File: config.mk
export PLATFORM = sky130hd
export DESIGN_NAME = cv_tmds_decoder
export DESIGN_NICKNAME = d
export VERILOG_FILES = /design/src/rtl/cv_tmds_decoder.sv
export SDC_FILE = /design/constraint.sdc
export NUM_CORES = 1
export LEC_CHECK = 0
export ABC_AREA = 1
export CAP_MARGIN = 10
export CELL_PAD_IN_SITES_DETAIL_PLACEMENT = 0
export CELL_PAD_IN_SITES_GLOBAL_PLACEMENT = 1
export CORE_ASPECT_RATIO = 0.9
export CORE_MARGIN = 5
export CORE_UTILIZATION = 47
export CTS_CLUSTER_SIZE = 24
export DETAILED_ROUTE_END_ITERATION = 7
export DONT_BUFFER_PORTS = 1
export GPL_ROUTABILITY_DRIVEN = 0
export PLACE_DENSITY_LB_ADDON = 0.1
export REMOVE_ABC_BUFFERS = 1
export SLEW_MARGIN = 20
export SYNTH_ARGS = -nofsm -noshare
export SYNTH_HDL_FRONTEND = slang
export SYNTH_SLANG_ARGS = --single-unit
File: constraint.sdc
create_clock -name clk -period 1.8 [get_ports clk]
set_input_delay 0.45 -clock clk [delete_from_list [all_inputs] [get_ports clk]]
set_output_delay 0.45 -clock clk [all_outputs]
set_load 0.01 [all_outputs]
File: src/rtl/cv_tmds_decoder.sv
// TMDS receive decoder: finds the symbol boundary from control tokens, decodes pixel/control symbols.
// Latency: 3 cycles din->outputs (prev, aligned, out), independent of offset.
// Backpressure: none; streaming at pixel rate. Optional err_cnt port via CV_TMDS_DECODER_ERRCNT_EN.
module cv_tmds_decoder #(
  parameter int LOCK_COUNT    = 16,
  parameter int SEARCH_WIN    = 2048,
  parameter int TOKEN_TIMEOUT = 4096
) (
  input  logic       clk,
  input  logic       resetn,
  input  logic [9:0] din,
  output logic [7:0] dout,
  output logic [1:0] ctl,
  output logic       de,
  output logic       locked,
  output logic [3:0] offset
`ifdef CV_TMDS_DECODER_ERRCNT_EN
  ,
  output logic [7:0] err_cnt
`endif
);

  localparam int TW = $clog2(LOCK_COUNT + 1);
  localparam int WW = $clog2(SEARCH_WIN);
  localparam int IW = $clog2(TOKEN_TIMEOUT);
  localparam logic [TW-1:0] TOK_LAST  = TW'(LOCK_COUNT - 1);
  localparam logic [WW-1:0] WIN_LAST  = WW'(SEARCH_WIN - 1);
  localparam logic [IW-1:0] IDLE_LAST = IW'(TOKEN_TIMEOUT - 1);

  typedef enum logic {SEARCH, LOCKED} state_t;

  state_t        state;
  logic [9:0]    prev;
  logic [9:0]    aligned;
  logic [19:0]   window;
  logic [TW-1:0] tok_run;
  logic [WW-1:0] win_cnt;
  logic [IW-1:0] idle_cnt;
  logic          tok_hit;
  logic [1:0]    tok_ctl;
  logic [7:0]    qi;
  logic [7:0]    data_dec;
  logic [3:0]    next_offset;
  logic          drop;

  // prev is the older word, so the low half of the window holds earlier bits
  assign window      = {din, prev};
  assign next_offset = (offset == 4'd9) ? 4'd0 : offset + 4'd1;
  assign drop        = (state == LOCKED) && !tok_hit && (idle_cnt == IDLE_LAST);

  // Token match and TMDS data decode of the aligned symbol
  always_comb begin
    tok_hit = 1'b1;
    tok_ctl = 2'b00;
    case (aligned)
      10'b1101010100: tok_ctl = 2'b00;
      10'b0010101011: tok_ctl = 2'b01;
      10'b0101010100: tok_ctl = 2'b10;
      10'b1010101011: tok_ctl = 2'b11;
      default:        tok_hit = 1'b0;
    endcase
    qi          = aligned[9] ? ~aligned[7:0] : aligned[7:0];
    data_dec    = 8'd0;
    data_dec[0] = qi[0];
    for (int i = 1; i < 8; i++) begin
      data_dec[i] = aligned[8] ? (qi[i] ^ qi[i-1]) : ~(qi[i] ^ qi[i-1]);
    end
  end

  // Word capture and barrel-shift alignment
  always_ff @(posedge clk or negedge resetn) begin
    if (!resetn) begin
      prev    <= 10'd0;
      aligned <= 10'd0;
    end else begin
      prev    <= din;
      aligned <= 10'(window >> offset);
    end
  end

  // Registered decode outputs; the unused field holds across symbol types
  always_ff @(posedge clk or negedge resetn) begin
    if (!resetn) begin
      dout <= 8'd0;
      ctl  <= 2'b00;
      de   <= 1'b0;
    end else if (tok_hit) begin
      ctl <= tok_ctl;
      de  <= 1'b0;
    end else begin
      dout <= data_dec;
      de   <= 1'b1;
    end
  end

  // Alignment FSM: search offsets for a token run, drop lock on token starvation
  always_ff @(posedge clk or negedge resetn) begin
    if (!resetn) begin
      state    <= SEARCH;
      locked   <= 1'b0;
      offset   <= 4'd0;
      tok_run  <= '0;
      win_cnt  <= '0;
      idle_cnt <= '0;
    end else begin
      case (state)
        SEARCH: begin
          if (tok_hit && tok_run == TOK_LAST) begin
            // lock takes priority over a simultaneous window expiry
            state    <= LOCKED;
            locked   <= 1'b1;
            tok_run  <= '0;
            win_cnt  <= '0;
            idle_cnt <= '0;
          end else if (win_cnt == WIN_LAST) begin
            offset  <= next_offset;
            tok_run <= '0;
            win_cnt <= '0;
          end else begin
            win_cnt <= win_cnt + 1'b1;
            tok_run <= tok_hit ? tok_run + 1'b1 : '0;
          end
        end
        LOCKED: begin
          if (tok_hit) begin
            idle_cnt <= '0;
          end else if (drop) begin
            state    <= SEARCH;
            locked   <= 1'b0;
            offset   <= next_offset;
            tok_run  <= '0;
            win_cnt  <= '0;
            idle_cnt <= '0;
          end else begin
            idle_cnt <= idle_cnt + 1'b1;
          end
        end
        default: state <= SEARCH;
      endcase
    end
  end

`ifdef CV_TMDS_DECODER_ERRCNT_EN
  // Saturating count of lock losses
  always_ff @(posedge clk or negedge resetn) begin
    if (!resetn) begin
      err_cnt <= 8'd0;
    end else if (drop && err_cnt != 8'hFF) begin
      err_cnt <= err_cnt + 8'd1;
    end
  end
`endif

endmodule

### Yosys cells after proc, flatten, opt, wreduce, memory -nomap -nowiden

Index checks and enable logic that the tools add are counted.

* $add $sub $neg: 4
* shifts and indexed selects: 1
* mux-type cells: 40
* eq/ne operators: 13
* bitwise operators: 16
* reductions and logical operators: 8

Operators with widths (count)
* 2-to-1 mux 11 bit: 4
* 2-to-1 mux 12 bit: 3
* 2-to-1 mux 5 bit: 5
* one-hot mux 12 bit (2 select lines): 1
* one-hot mux 11 bit (2 select lines): 1
* == test 10 bit (second input constant): 2
* 2-to-1 mux 4 bit: 5
* >> shifter 20 x 4 -> 10 bit: 1
* 2-to-1 mux 1 bit: 15
* adder 12 x 1 -> 12 bit (second input constant): 1
* == test 12 bit (second input constant): 1
* adder 11 x 1 -> 11 bit (second input constant): 1
* == test 11 bit (second input constant): 1
* == test 10 x 8 -> 1 bit (second input constant): 1
* == test 10 x 9 -> 1 bit (second input constant): 1
* one-hot mux 5 bit (2 select lines): 1
* 2-to-1 mux 8 bit: 1
* != test 2 bit (second input constant): 4
* NOT 1 bit: 8
* NOT 8 bit: 1
* one-hot mux 4 bit (2 select lines): 1
* XOR 1 bit: 7
* one-hot mux 2 bit (3 select lines): 1
* adder 5 x 1 -> 5 bit (second input constant): 1
* other kinds (11): 14

* word-level logic and storage cells: 93
* input bits: 12
* output and inout port bits: 16
* flip-flop bits (word level): 65

### Longest topological paths before layout

* depth in word-level cells: 9
* mapped depth: 11
* depth with buffers taken out: 11

### Least setup slack after synthesis

OpenSTA, ideal clock, no wires.

* kind: register -> register
* from: register win_cnt[0]
* to: register win_cnt[5]
* setup time: 0.118 ns
* path slack: 0.297 ns
* stages on the path, launching flop included: 9
* clock period less this slack: 1.503 ns
* buffers on the path: 0
* data required time: 1.682 ns
* arrival: 1.385 ns
* cells stage by stage: dfrtp_1 -> ha_1 -> nand3_1 -> nor2_2 -> nand2_1 -> nor2_1 -> nor2_1 -> nand3_1 -> nand2_1

* word-level cells in the longest chain between the ends: 4
* elaborated cells between the ends (all ways): 5
* those cells by class: add/sub: 1; eq/ne: 1; mux: 3

RTL lines
* from (decl): line 37 `logic [WW-1:0] win_cnt;`
* from (signal assigned): line 120 `win_cnt <= win_cnt + 1'b1;`
* adder 11 x 1 -> 11 bit / == test 11 bit (equally long branches): line 120, 115
* 2-to-1 mux 11 bit (*): line 115 `end else if (win_cnt == WIN_LAST) begin`
* 2-to-1 mux 11 bit (*): line 108 `if (tok_hit && tok_run == TOK_LAST) begin`
* one-hot mux 11 bit (2 select lines) (*): line 106 `case (state)`

Every way passes the cells marked *; elsewhere a longest branch is shown, timed or not.
A chain may end at the register's enable or synchronous reset.

### Final worst setup path

* from: register aligned[4]
* to: register win_cnt[4]

* word-level cells in the longest chain between the ends: 8
* elaborated cells between the ends (all ways): 15
* those cells by class: eq/ne: 6; mux: 3; reduce/logical: 6

RTL lines
* from (decl): line 34 `logic [9:0] aligned;`
* from (signal assigned): line 77 `aligned <= 10'(window >> offset);`
* == test 10 bit (tied with other cells): line 55 `case (aligned)`
* OR reduction 4 bit (no line) (*)
* 2-to-1 mux 1 bit (*): line 55
* zero test 1 bit: line 49 `assign drop = (state == LOCKED) && !tok_hit && (idle_cnt == IDLE_LAST);`
* logical AND 1 bit (2 in series): line 49
* != test 2 x 1 -> 1 bit (no line)
* AND reduction 2 bit (no line)

Marked as above.

==> metrics.txt <==
Vias=3363; Clk pin slew, worst setup/hold paths=0.07 ns; die area=10600 um2; I/O Pins=28; Reg area=1630 um2; # rows=32; ANT cells=0; critical path class=flop to flop; worst hold path type=primary input to asynchronous set/reset pin; Pleak=2.15 nW; PortBufs=0; area added between synthesis and finish=8.90%; Tot Pwr=2.90 mW; P per Cell Area=656 nW/um2; Hold Vio Cnt, Final=65; Primary FF master, synth=dfrtp_1; FILL cells=879; Clock Latency Late Sink=0.34 ns; CP max FO=8; vias in the first global route=3206; r2r setup slk=0.16 ns; wire length on met1=4490 um; drt drc=0; number of synthesized flops with an enable pin=0; reg2reg start=aligned[4]$_DFF_PN0_; fin crit period=1.64 ns; global route total overflow=0; Sink Count=65; Final setup viols=0; maxcap violations=0; Setup TNS=0 ns; path depth of the worst reg2reg path=10; share of cells above drive strength 1=11.2%; Max Slew Vio Count=0; Multi-input gate area=2100 um2; Routed met2 length=3780 um; Syn Inst Count=541; status=finished, violations left; Clock Skews=0.0102 ns; initial antenna violation count=0; DR WL/cell=13.1 um; pin count of the biggest net entering global routing=66; Ys Warns=0; Root Driver=clkbuf_8; core area=8490 um2; CTS Buf Count=9; vias per inst=4.99; sequential fraction of the synthesis area=40.0%; H-tree levels=3; hold_ws=-0.204 ns; clk buf depth=2; GRT Overall Usage=17.8%; CTS tree=built; 1st-iter DRT viols=220; Worst Path Arrival=1.87 ns; final net count=574; final design utilization=52.2%; antenna viol nets, final=0; Slew headroom=71.5%; chip height=98.2 um; WL final=8830 um; worst slew pin tran=0.427 ns; RSZ-0062 raised after global routing=false; Crit path required time=2.02 ns; synth unique cells=38; Die W=108 um; endpoint class of the critical path=flop; setup bufs post-CTS=0; CP Launch Type=flop; peak supply drop=417 uV; Syn Area/Cell=7.51 um2; Max Used Layer=met4; period utilization=91.3%; DPL Wire Length=6540 um; number of iterations in the first detailed-routing pass=4; Initial Utilization=47.9%; end of the worst register-to-register path=win_cnt[4]$_DFFE_PN0P_; metal3 WL=490 um; Max Freq=608 MHz; Post-synth ARST share=100%; Mapped Area=4070 um2; violated checks=hold timing; synthesized flop and latch total=65; first-pass GRT wire length=15300 um
placed cells by master, fill, tap and decap left out, types with 2 or more instances in the layout:
cell | netlist | final
nand4_1 | 25 | 25
clkbuf_8 | 0 | 9
o21ai_1 | 7 | 7
nor2_1 | 23 | 22
and2_1 | 8 | 8
nand2_4 | 3 | 3
o22ai_1 | 3 | 3
nor2_4 | 4 | 4
clkinv_2 | 0 | 2
dfrtp_1 | 65 | 65
o21ai_0 | 27 | 27
ha_1 | 12 | 12
inv_1 | 50 | 50
or2_2 | 3 | 3
nand3_1 | 60 | 60
xor2_1 | 14 | 14
nor2_2 | 3 | 4
buf_4 | 6 | 21
nor3_1 | 5 | 5
nand2_1 | 174 | 173
o211ai_1 | 4 | 4
clkbuf_1 | 7 | 2
xnor2_1 | 8 | 8
a21oi_1 | 2 | 2
nand3_2 | 3 | 3
nand2_2 | 4 | 5
cell usage after synthesis, types with 2 or more instances:
cell,count,area [um2]
clkbuf_1,7,26.3
nand3_1,60,300
and2_1,8,50.1
nand3_2,3,30.0
o211ai_1,4,30.0
nand4_1,25,156
nor2_4,4,45.0
dfrtp_1,65,1630
nand2_4,3,33.8
nor2_1,23,86.3
nor2_2,3,18.8
or2_2,3,18.8
o22ai_1,3,18.8
a21oi_1,2,10.0
o21ai_1,7,35.0
buf_2,5,25.0
buf_4,6,45.0
buf_6,3,33.8
buf_1,2,7.51
ha_1,12,150
nand2_1,174,653
nand2_2,4,25.0
o21ai_0,27,135
xor2_1,14,123
inv_1,50,188
nor3_1,5,25.0
xnor2_1,8,70.1
final cells by class:
class                      instances  share of cell area [%]
sequential                        65                    36.7
inverter                          53                    4.61
clock buffer                      11                    2.97
tap                              119                    3.36
multi-input combinational        400                    47.5
timing repair buffer              21                    3.56
clock inverter                     5                    1.27
per-stage QoR:
step           cells  cell area (um2)  hold WS, ns  setup slack, ns
6_report         674             4430       -0.204            0.156
5_1_grt          674             4430       -0.230         0.000389
4_1_cts          674             4420       -0.224            0.125
3_5_place_dp     658             4230        0.156            0.151
3_3_place_gp     658             4230        0.156            0.197
2_1_floorplan    518             3930        0.154            0.112
logic make-up after synthesis:
group	count (synthesis)	share of synthesized area [%]
AO/OA/AOI/OAI	47	6.56
XOR/XNOR	22	4.74
adder cells (fa/ha/maj)	12	3.69
buffers and inverters	76	8.40
flip-flops	65	40.0
AND/OR/NAND/NOR	319	36.6
worst max path at each step:
stage | startpoint | endpoint | slack [ns] | depth (start not counted)
final | aligned[4]$_DFF_PN0_ | win_cnt[4]$_DFFE_PN0P_ | 0.16 | 10
after global routing | aligned[2]$_DFF_PN0_ | win_cnt[0]$_DFFE_PN0P_ | 0.0004 | 10
after CTS | tok_run[0]$_DFFE_PN0P_ | tok_run[2]$_DFFE_PN0P_ | 0.12 | 9
after detailed placement | aligned[5]$_DFF_PN0_ | win_cnt[1]$_DFFE_PN0P_ | 0.15 | 11
after global placement | aligned[8]$_DFF_PN0_ | win_cnt[4]$_DFFE_PN0P_ | 0.20 | 7
after floorplan | state$_DFF_PN0_ | offset[0]$_DFFE_PN0P_ | 0.11 | 5
power breakdown:
part           internal (mW)  total [mW]  leakage (nW)  switching (mW)
clock                  0.638        1.20        0.0933           0.560
combinational         0.0628       0.139          1.23          0.0762
sequential              1.51        1.57         0.823          0.0541
total                   2.21        2.90          2.15           0.690
layer usage:
metal	vias to the layer above	global-route usage (%)
met5	-	0
met4	0	3.79
met3	7	4.76
met2	78	26.0
met1	1512	26.4
li1	1766	-
critical path, cell delays in order, from the launching register on:
cell and delay (ns):
dfrtp_1 0.41, inv_1 0.07, ha_1 0.15, inv_1 0.04
nor2_1 0.11, nand3_2 0.12, nand2_4 0.15, nand2_1 0.14
buf_4 0.20, nand4_1 0.07, o21ai_1 0.07
state kept, by name (all words and copies together) (netlist names):
register  flops
dout          8
tok_run       5
state         1
aligned      10
ctl           2
offset        4
win_cnt      11
locked        1
de            1
prev         10
idle_cnt     12
repair_timing:
item | CTS | global route
hold endpoints to repair | 65 | 65
endpoints found under the setup margin | 0 | 3
gates resized for setup | 0 | 2
(Power assumes the default switching activity.)
